==> src/rtl/mem_arb_pkg.sv <==
`default_nettype none
// +--------------------------------------------------------------------------+
// | mem_arb_pkg : shared types for the two-master data-memory port arbiter   |
// | Revision    : 1.0                                                        |
// +--------------------------------------------------------------------------+
package mem_arb_pkg;

  typedef enum logic [1:0] {
    IDLE  = 2'd0,
    ISSUE = 2'd1,
    WAIT  = 2'd2,
    DONE  = 2'd3
  } arb_state_t;

  localparam logic M_LOADER = 1'b0;
  localparam logic M_CPU    = 1'b1;

endpackage
`default_nettype wire

==> src/rtl/arb2_pick.sv <==
`default_nettype none
// +--------------------------------------------------------------------------+
// | arb2_pick : combinational winner select between the loader and the CPU   |
// | Revision  : 1.0                                                          |
// +--------------------------------------------------------------------------+
module arb2_pick
  import mem_arb_pkg::*;
#(
  parameter bit ROUND_ROBIN = 1'b1
) (
  input  logic [1:0] req,
  input  logic       last,
  output logic       winner
);

  always_comb begin
    winner = M_LOADER;
    case (req)
      2'b10:   winner = M_CPU;
      // Contention: alternate away from the last served master, or favour the loader.
      2'b11:   winner = ROUND_ROBIN ? ~last : M_LOADER;
      default: winner = M_LOADER;
    endcase
  end

endmodule
`default_nettype wire

==> src/rtl/mem_port_arbiter.sv <==
`default_nettype none
// +--------------------------------------------------------------------------+
// | mem_port_arbiter : serialises two stall-handshake masters onto one slave |
// | Revision         : 1.0                                                   |
// +--------------------------------------------------------------------------+
module mem_port_arbiter
  import mem_arb_pkg::*;
#(
  parameter int unsigned ADDR_W      = 32,
  parameter int unsigned DATA_W      = 32,
  parameter bit          ROUND_ROBIN = 1'b1,
  parameter int unsigned TIMEOUT     = 255
) (
  input  logic              clock,
  input  logic              reset,
  input  logic              m0_en,
  input  logic              m0_we,
  input  logic [ADDR_W-1:0] m0_addr,
  input  logic [DATA_W-1:0] m0_wd,
  output logic [DATA_W-1:0] m0_rd,
  output logic              m0_stall,
  input  logic              m1_en,
  input  logic              m1_we,
  input  logic [ADDR_W-1:0] m1_addr,
  input  logic [DATA_W-1:0] m1_wd,
  output logic [DATA_W-1:0] m1_rd,
  output logic              m1_stall,
  output logic              s_en,
  output logic              s_we,
  output logic [ADDR_W-1:0] s_addr,
  output logic [DATA_W-1:0] s_wd,
  input  logic [DATA_W-1:0] s_rd,
  input  logic              s_stall,
  output logic              grant,
  output logic              timeout
);

  localparam int unsigned     CNT_W     = (TIMEOUT > 0) ? $clog2(TIMEOUT + 1) : 1;
  localparam logic [CNT_W-1:0] c_timeout = CNT_W'(TIMEOUT);

  arb_state_t        state_q, state_d;
  logic              s_we_q, s_we_d;
  logic [ADDR_W-1:0] s_addr_q, s_addr_d;
  logic [DATA_W-1:0] s_wd_q, s_wd_d;
  logic [DATA_W-1:0] rd_q, rd_d;
  logic              grant_q, grant_d;
  logic              last_q, last_d;
  logic              timeout_q, timeout_d;
  logic [CNT_W-1:0]  wait_cnt_q, wait_cnt_d;
  logic              w_winner;

  arb2_pick #(
    .ROUND_ROBIN (ROUND_ROBIN)
  ) u_pick (
    .req    ({m1_en, m0_en}),
    .last   (last_q),
    .winner (w_winner)
  );

  always_comb begin
    state_d    = state_q;
    s_we_d     = s_we_q;
    s_addr_d   = s_addr_q;
    s_wd_d     = s_wd_q;
    rd_d       = rd_q;
    grant_d    = grant_q;
    last_d     = last_q;
    timeout_d  = timeout_q;
    wait_cnt_d = wait_cnt_q;
    case (state_q)
      IDLE: begin
        if (m0_en || m1_en) begin
          grant_d  = w_winner;
          s_we_d   = (w_winner == M_CPU) ? m1_we   : m0_we;
          s_addr_d = (w_winner == M_CPU) ? m1_addr : m0_addr;
          s_wd_d   = (w_winner == M_CPU) ? m1_wd   : m0_wd;
          state_d  = ISSUE;
        end
      end
      ISSUE: begin
        if (!s_stall) begin
          wait_cnt_d = '0;
          state_d    = WAIT;
        end
      end
      WAIT: begin
        if (!s_stall) begin
          rd_d    = s_rd;
          state_d = DONE;
        end else if (wait_cnt_q != c_timeout) begin
          // Saturates at the bound; with TIMEOUT=0 it is already saturated and never flags.
          wait_cnt_d = wait_cnt_q + 1'b1;
          if (wait_cnt_d == c_timeout) timeout_d = 1'b1;
        end
      end
      DONE: begin
        last_d  = grant_q;
        state_d = IDLE;
      end
      default: state_d = IDLE;
    endcase
  end

  always_ff @(posedge clock) begin
    if (reset) begin
      state_q    <= IDLE;
      s_we_q     <= 1'b0;
      s_addr_q   <= '0;
      s_wd_q     <= '0;
      rd_q       <= '0;
      grant_q    <= M_LOADER;
      last_q     <= M_CPU;
      timeout_q  <= 1'b0;
      wait_cnt_q <= '0;
    end else begin
      state_q    <= state_d;
      s_we_q     <= s_we_d;
      s_addr_q   <= s_addr_d;
      s_wd_q     <= s_wd_d;
      rd_q       <= rd_d;
      grant_q    <= grant_d;
      last_q     <= last_d;
      timeout_q  <= timeout_d;
      wait_cnt_q <= wait_cnt_d;
    end
  end

  assign s_en     = (state_q == ISSUE);
  assign s_we     = s_we_q;
  assign s_addr   = s_addr_q;
  assign s_wd     = s_wd_q;
  assign grant    = grant_q;
  assign timeout  = timeout_q;
  assign m0_rd    = rd_q;
  assign m1_rd    = rd_q;
  assign m0_stall = m0_en & ~((state_q == DONE) & (grant_q == M_LOADER));
  assign m1_stall = m1_en & ~((state_q == DONE) & (grant_q == M_CPU));

endmodule
`default_nettype wire
==> config.mk <==
export PLATFORM = sky130hd
export DESIGN_NAME = mem_port_arbiter
export DESIGN_NICKNAME = d
export VERILOG_FILES = /design/src/rtl/mem_arb_pkg.sv /design/src/rtl/arb2_pick.sv /design/src/rtl/mem_port_arbiter.sv
export SDC_FILE = /design/constraint.sdc
export NUM_CORES = 1
export LEC_CHECK = 0
export CORE_MARGIN = 8
export CORE_UTILIZATION = 41
export CTS_BUF_LIST = sky130_fd_sc_hd__clkbuf_16
export DETAILED_ROUTE_END_ITERATION = 10
export PLACE_DENSITY = 0.85
export SLEW_MARGIN = 20
export SYNTH_ARGS = -nofsm -noshare
export SYNTH_HDL_FRONTEND = slang
export SYNTH_SLANG_ARGS = --single-unit
==> constraint.sdc <==
create_clock -name clock -period 3.1 [get_ports clock]
set_input_delay 0.465 -clock clock [delete_from_list [all_inputs] [get_ports clock]]
set_output_delay 0.465 -clock clock [all_outputs]
set_load 0.05 [all_outputs]
==> results of run 1 <==
power breakdown:
group / switching (uW) / leakage (uW) / internal (uW)
clock network: 492 / 0.000159 / 697
registers: 188 / 0.000904 / 1750
logic: 2160 / 0.00190 / 1150
layout make-up:
type,instances,area share
clock inverters,7,0.00995
multi-input cells,371,0.286
inverters,8,0.00368
repair buffers,312,0.381
flip-flops and latches,110,0.270
clock buffers,9,0.0276
well taps,147,0.0225
worst max-delay path, cell delays in order:
cell and delay [ps]:
clkdlybuf4s50_1 580, a21boi_0 280, clkdlybuf4s50_1 870
kinds of logic (layout without fill, tap and decap cells):
logic type	after synthesis	after routing
multiplexers	67	67
adder cells (fa/ha/maj)	7	7
XOR/XNOR	3	3
AO/OA/AOI/OAI	127	127
flip-flops	110	110
buffers and inverters	83	336
AND/OR/NAND/NOR	167	167
routing by layer:
metal	GRT usage	vias to the layer above	part of all wire
li1	-	2438	-
met1	0.203	2222	0.38
met2	0.370	228	0.50
met3	0.0852	23	0.10
met4	0.0665	0	0.018
met5	0	-	0
synth_stat cells (4+ instances only):
master | instances | area share
mux2i_1 | 67 | 0.13
nand2b_1 | 4 | 0.0050
a211oi_1 | 67 | 0.10
nand3_1 | 6 | 0.0060
buf_1 | 5 | 0.0038
buf_4 | 37 | 0.056
buf_2 | 9 | 0.0090
ha_1 | 7 | 0.018
nor2_1 | 73 | 0.055
inv_1 | 8 | 0.0060
dfxtp_1 | 110 | 0.44
nand2_1 | 71 | 0.054
o21ai_0 | 4 | 0.0040
clkbuf_1 | 24 | 0.018
a21oi_1 | 42 | 0.042
how the worst max path moves through the flow:
stage | from | end | slack, ps | cells past startpoint
2_1_floorplan | grant | m0_stall | 750 | 2
3_3_place_gp | m0_en | m0_stall | 440 | 3
3_5_place_dp | m0_en | m0_stall | 420 | 3
4_1_cts | m0_en | m0_stall | 420 | 3
5_1_grt | m0_en | m0_stall | 360 | 3
6_report | m0_en | m0_stall | 440 | 3
layout by cell type (no fill, tap or decap), types with 2 or more instances in the layout:
master	instances
nor2_1	72
clkdlybuf4s50_1	298
a21boi_0	2
nand2b_1	4
xnor2_1	2
ha_1	7
a311oi_1	2
o21a_1	2
clkbuf_16	9
clkinv_2	2
nor3_1	2
nand2_1	71
nor2b_1	2
dfxtp_1	110
mux2i_1	67
nand3_1	6
nor4_1	2
o21ai_0	4
bufinv_16	2
a21oi_1	42
buf_4	12
a211oi_1	67
inv_1	10
or3_1	3
buf_12	2
flip-flops by register name, summed over array words and instances (netlist names):
name,flops
m0_rd,32
s_addr,32
s_wd,32
wait_cnt_q,8
state_q,2
grant,1
last_q,1
s_we,1
timeout,1
stage by stage:
| step | area [um^2] | cells |
|---|---|---|
| 2_1_floorplan | 4980 | 564 |
| 3_3_place_gp | 7860 | 948 |
| 3_5_place_dp | 7860 | 948 |
| 4_1_cts | 8170 | 964 |
| 5_1_grt | 8170 | 964 |
| 6_report | 8170 | 964 |
==> impl_metrics.csv, run 1 <==
group,metric,value,unit
floorplan,core-area,0.0120,mm^2
routing,drt-total-wl,16800,um
critical_path,critPathCaptureType,"output pin",
synth,synth_compound_area_frac,0.171,
grt,grt_max_degree,70,
clock_network,cts_hold_buf,0,
floorplan,floorplan.initialDensity,0.416,
synth,synth_top_family_by_area,"compound AO/OA/AOI/OAI gates",
synth,synth.distinct_cells,35,
synth,ys.warnings.count,0,
sta,timing.hold.ws,468,ps
run,max_cap_violations,0,
clock_network,path_clk_slew,70,ps
synth,async_flop_share,0,
critical_path,rr_startpoint,"state_q[0]",
critical_path,critPathRequiredTime,2630,ps
synth,synth_area,0.00498,mm^2
power,p_leak,0.00296,uW
routing,first_iter_violations,248,
synth,synthMuxAreaShare,0.135,
status,status,"complete, no violations",
clock_network,cts-htree-levels,3,
synth,synthAdderAreaFrac,0.0176,
sta,rsz0062_at_grt,"no",
sta,worst_slew_margin_rel,0.599,
critical_path,rrSetupSlack,1140,ps
worst_hold_path,hp-start,"m0_rd[11]",
grt,grt_pass1_vias,4997,
sta,min_period,2660,ps
finish,drive_gt1_frac,0.0404,
synth,avgSynthCellArea,8.83,um^2
clock_network,numCtsBuffers,9,
clock_network,clk_latency,340,ps
grt,grt_antenna_before_repair,0,
finish,fin_util,0.683,
routing,dr.pass1.iters,4,
clock_network,postCtsResizedCells,0,
sta,clock_skew,6.25,ps
placed_design,port_buffers,300,
placed_design,hpwl,13600,um
routing,vias,4911,
critical_path,r2r_end,"wait_cnt_q[4]",
power,powerDensity,788,mW/mm^2
routing,drc,0,
floorplan,rows,40,
routing,routed_via_density,5.09,
worst_hold_path,whs_path_depth,2,
critical_path,arrival,2190,ps
placed_design,gp_congestion,0.873,
power,p_total,6440,uW
finish,multi_input_area,0.00233,mm^2
sta,hold_violations,0,
clock_network,cts_setup_buffers,0,
worst_hold_path,hold_end,"m0_rd[11]",
sta,tightest_slew,599,ps
finish,areaGrowthSynthToFinish,64.0,%
grt,grtUsageTotal,0.202,
critical_path,cp-start-kind,"input port",
synth,syn_inst,564,
routing,routedWlPerCell,17.4,um
synth,synth_edf_count,0,
sta,finalCritPeriodShare,0.858,
sta,timing.fmax,0.376,GHz
floorplan,die_x,126,um
finish,fillers,861,
clock_network,clockBufferDepth,2,
finish,nets,986,
worst_hold_path,hold_class,"register to register",
finish,regArea,0.00220,mm^2
floorplan,io_pins,301,
floorplan,die-area,0.0159,mm^2
synth,synth-seq-cells,110,
critical_path,worstSetupPathType,"input port to output pin",
finish,n_antenna_cell,0,
synth,synthesis.nets,738,
critical_path,path_max_fanout,4,
sta,setup-tns-final,0,ps
floorplan,die_y,126,um
clock_network,cts_root_buf,"clkbuf_16",
clock_network,cts_sinks,110,
synth,synth_xor_xnor_area_share,0.00528,
grt,grt-ovfl-total,0,
sta,setup_violations,0,
clock_network,cts_tree,"done",
synth,yosys.area_share.simple,0.136,
sta,worst_slack,441,ps
routing,ant_nets,0,
synth,ys.flop_type,"dfxtp_1",
synth,ys_seq_area_frac,0.442,
sta,drv_slew,0,
placed_design,pre_cts_ws,421,ps
grt,grt_pass1_wl,25800,um
critical_path,ff2ff_path_depth,6,
power,ir_worst_vdd,0.390,mV
Power figures use the tool's default switching activity.
==> run 2, diff against run 1 <==
--- a/config.mk
+++ b/config.mk
@@ -9,7 +9,7 @@
 export CORE_UTILIZATION = 41
 export CTS_BUF_LIST = sky130_fd_sc_hd__clkbuf_16
 export DETAILED_ROUTE_END_ITERATION = 10
-export PLACE_DENSITY = 0.85
+export PLACE_DENSITY = 0.87
 export SLEW_MARGIN = 20
 export SYNTH_ARGS = -nofsm -noshare
 export SYNTH_HDL_FRONTEND = slang
==> impl_metrics.csv, run 2 (synthesis gave the netlist of run 1 again) <==
group,metric,value,unit
status,status,"complete, no violations",
placed_design,hpwl,14000,um
sta,drv_slew,0,
sta,worst_slew_margin_rel,0.572,
critical_path,path_cells,"clkdlybuf4s50_1 -> a21boi_0 -> clkdlybuf4s50_1",
critical_path,cpLargestDelayFamily,"buffers and inverters",
power,p_sw,2870,uW
grt,grtUsageTotal,0.205,
grt,grt_antenna_before_repair,0,
placed_design,gp_congestion,0.891,
placed_design,port_buffers,300,
power,powerDensity,775,mW/mm^2
power,p_int,3460,uW
sta,setup_violations,0,
critical_path,crit_slowest_cell,"clkdlybuf4s50_1",
sta,timing.fmax,0.368,GHz
routing,vias,5023,
routing,dr.pass1.iters,4,
critical_path,worstSetupPathType,"input port to output pin",
power,combPwrFrac,0.531,
floorplan,die-area,0.0159,mm^2
sta,rsz0062_at_grt,"no",
critical_path,path_max_fanout,4,
clock_network,cts_sinks,110,
routing,drc,0,
routing,drt-total-wl,17300,um
placed_design,place_area,0.00791,mm^2
grt,grt-ovfl-total,0,
floorplan,floorplan.initialDensity,0.416,
clock_network,clockBufferDepth,2,
sta,timing.hold.ws,474,ps
power,p_sw_frac,0.453,
clock_network,postCtsResizedCells,0,
clock_network,cts_tree,"done",
clock_network,clk_latency,350,ps
power,p_leak,0.00296,uW
clock_network,numCtsBuffers,9,
finish,n_antenna_cell,0,
finish,final_common_cell,"clkdlybuf4s50_1",
routing,first_iter_violations,196,
grt,grt_pass1_wl,26400,um
sta,clock_skew,4.06,ps
finish,finalInstanceArea,0.00816,mm^2
run,max_cap_violations,0,
floorplan,io_pins,301,
critical_path,cpPeakStageDelay,860,ps
finish,areaGrowthSynthToFinish,63.9,%
critical_path,arrival,2250,ps
clock_network,cts-htree-levels,3,
clock_network,cts_hold_buf,0,
critical_path,cp-start-kind,"input port",
clock_network,path_clk_slew,70,ps
routing,routedWlPerCell,17.8,um
floorplan,rows,40,
clock_network,cts_root_buf,"clkbuf_16",
worst_hold_path,hold_class,"register to register",
finish,mostFrequentLayoutCells,"298 x clkdlybuf4s50_1, 110 x dfxtp_1, 72 x nor2_1",
critical_path,critPathBufInv,2,
grt,grt_max_degree,54,
power,p_total,6330,uW
floorplan,core-area,0.0120,mm^2
sta,min_period,2720,ps
floorplan,die_y,126,um
grt,grt_pass1_vias,5140,
sta,finalCritPeriodShare,0.876,
sta,setup-tns-final,0,ps
sta,hold_violations,0,
routing,ant_nets,0,
power,pwr-share-seq,0.306,
power,clkPwrFrac,0.163,
clock_network,cts_setup_buffers,0,
finish,drive_gt1_frac,0.0451,
critical_path,critPathRequiredTime,2630,ps
critical_path,critPathCaptureType,"output pin",
critical_path,cp_common_cell,"clkdlybuf4s50_1",
sta,tightest_slew,640,ps
routing,routed_via_density,5.19,
floorplan,die_x,126,um
finish,nets,990,
power,ir_worst_vdd,0.405,mV
-- run 2: cell types whose count changed in the layout (fill, tap and decap cells not counted) --
cell / previous run / this run
inv_1: 10 / 8
clkinv_1: 1 / 3
clkinv_2: 2 / 4
buf_12: 2 / 3
buf_4: 12 / 15
bufinv_16: 2 / 0
-- run 2: final cells by class --
| class | instances | area, um^2 |
|---|---|---|
| Tap cell | 147 | 184 |
| Timing Repair Buffer | 316 | 3160 |
| Inverter | 8 | 30.0 |
| Fill cell | 912 | 3800 |
| Sequential cell | 110 | 2200 |
| Clock buffer | 9 | 225 |
| Clock inverter | 7 | 31.3 |
| Multi-Input combinational cell | 371 | 2330 |
-- run 2: final timing paths --
path                    from            end  slack (ps)  depth (start not counted)
hold / removal       timeout        timeout         470                          2
setup reg to reg  state_q[0]  wait_cnt_q[4]        1130                          6
setup / recovery       m1_en       m1_stall         380                          3
hold reg to reg      timeout        timeout         470                          2
-- run 2: per-layer routing --
| metal | vias up | global-route usage | wire [um] |
|---|---|---|---|
| met2 | 239 | 0.365 | 8470 |
| met3 | 36 | 0.0747 | 1520 |
| li1 | 2438 | - | - |
| met1 | 2310 | 0.212 | 6720 |
| met4 | 0 | 0.0920 | 538 |
| met5 | - | 0 | 0 |
-- run 2: worst reg2reg max path: cells and delay by family, from the launching register on --
family                   cells  cell delay (ps)
buffers and inverters        1              140
AO/OA/AOI/OAI                2              350
AND/OR/NAND/NOR              2              720
adder cells (fa/ha/maj)      1              370
flip-flops                   1              330
-- run 2: per-stage QoR --
| stage | setup slack, ps | util | instances |
|---|---|---|---|
| after floorplan | 746 | - | 564 |
| after detailed placement | 386 | 0.661 | 952 |
| after CTS | 386 | 0.682 | 968 |
| final | 383 | 0.682 | 968 |
| after global placement | 358 | 0.661 | 952 |
| after global routing | 309 | 0.682 | 968 |
-- run 2: power by group through the flow --
stage / Sequential (uW) / Clock [uW] / Combinational, uW
floorplan: 3040 / 0 / 1110
global placement: 1940 / 0 / 3300
detailed placement: 1970 / 0 / 3370
CTS: 1940 / 1050 / 3380
global route: 1980 / 1120 / 3540
finish: 1940 / 1030 / 3360
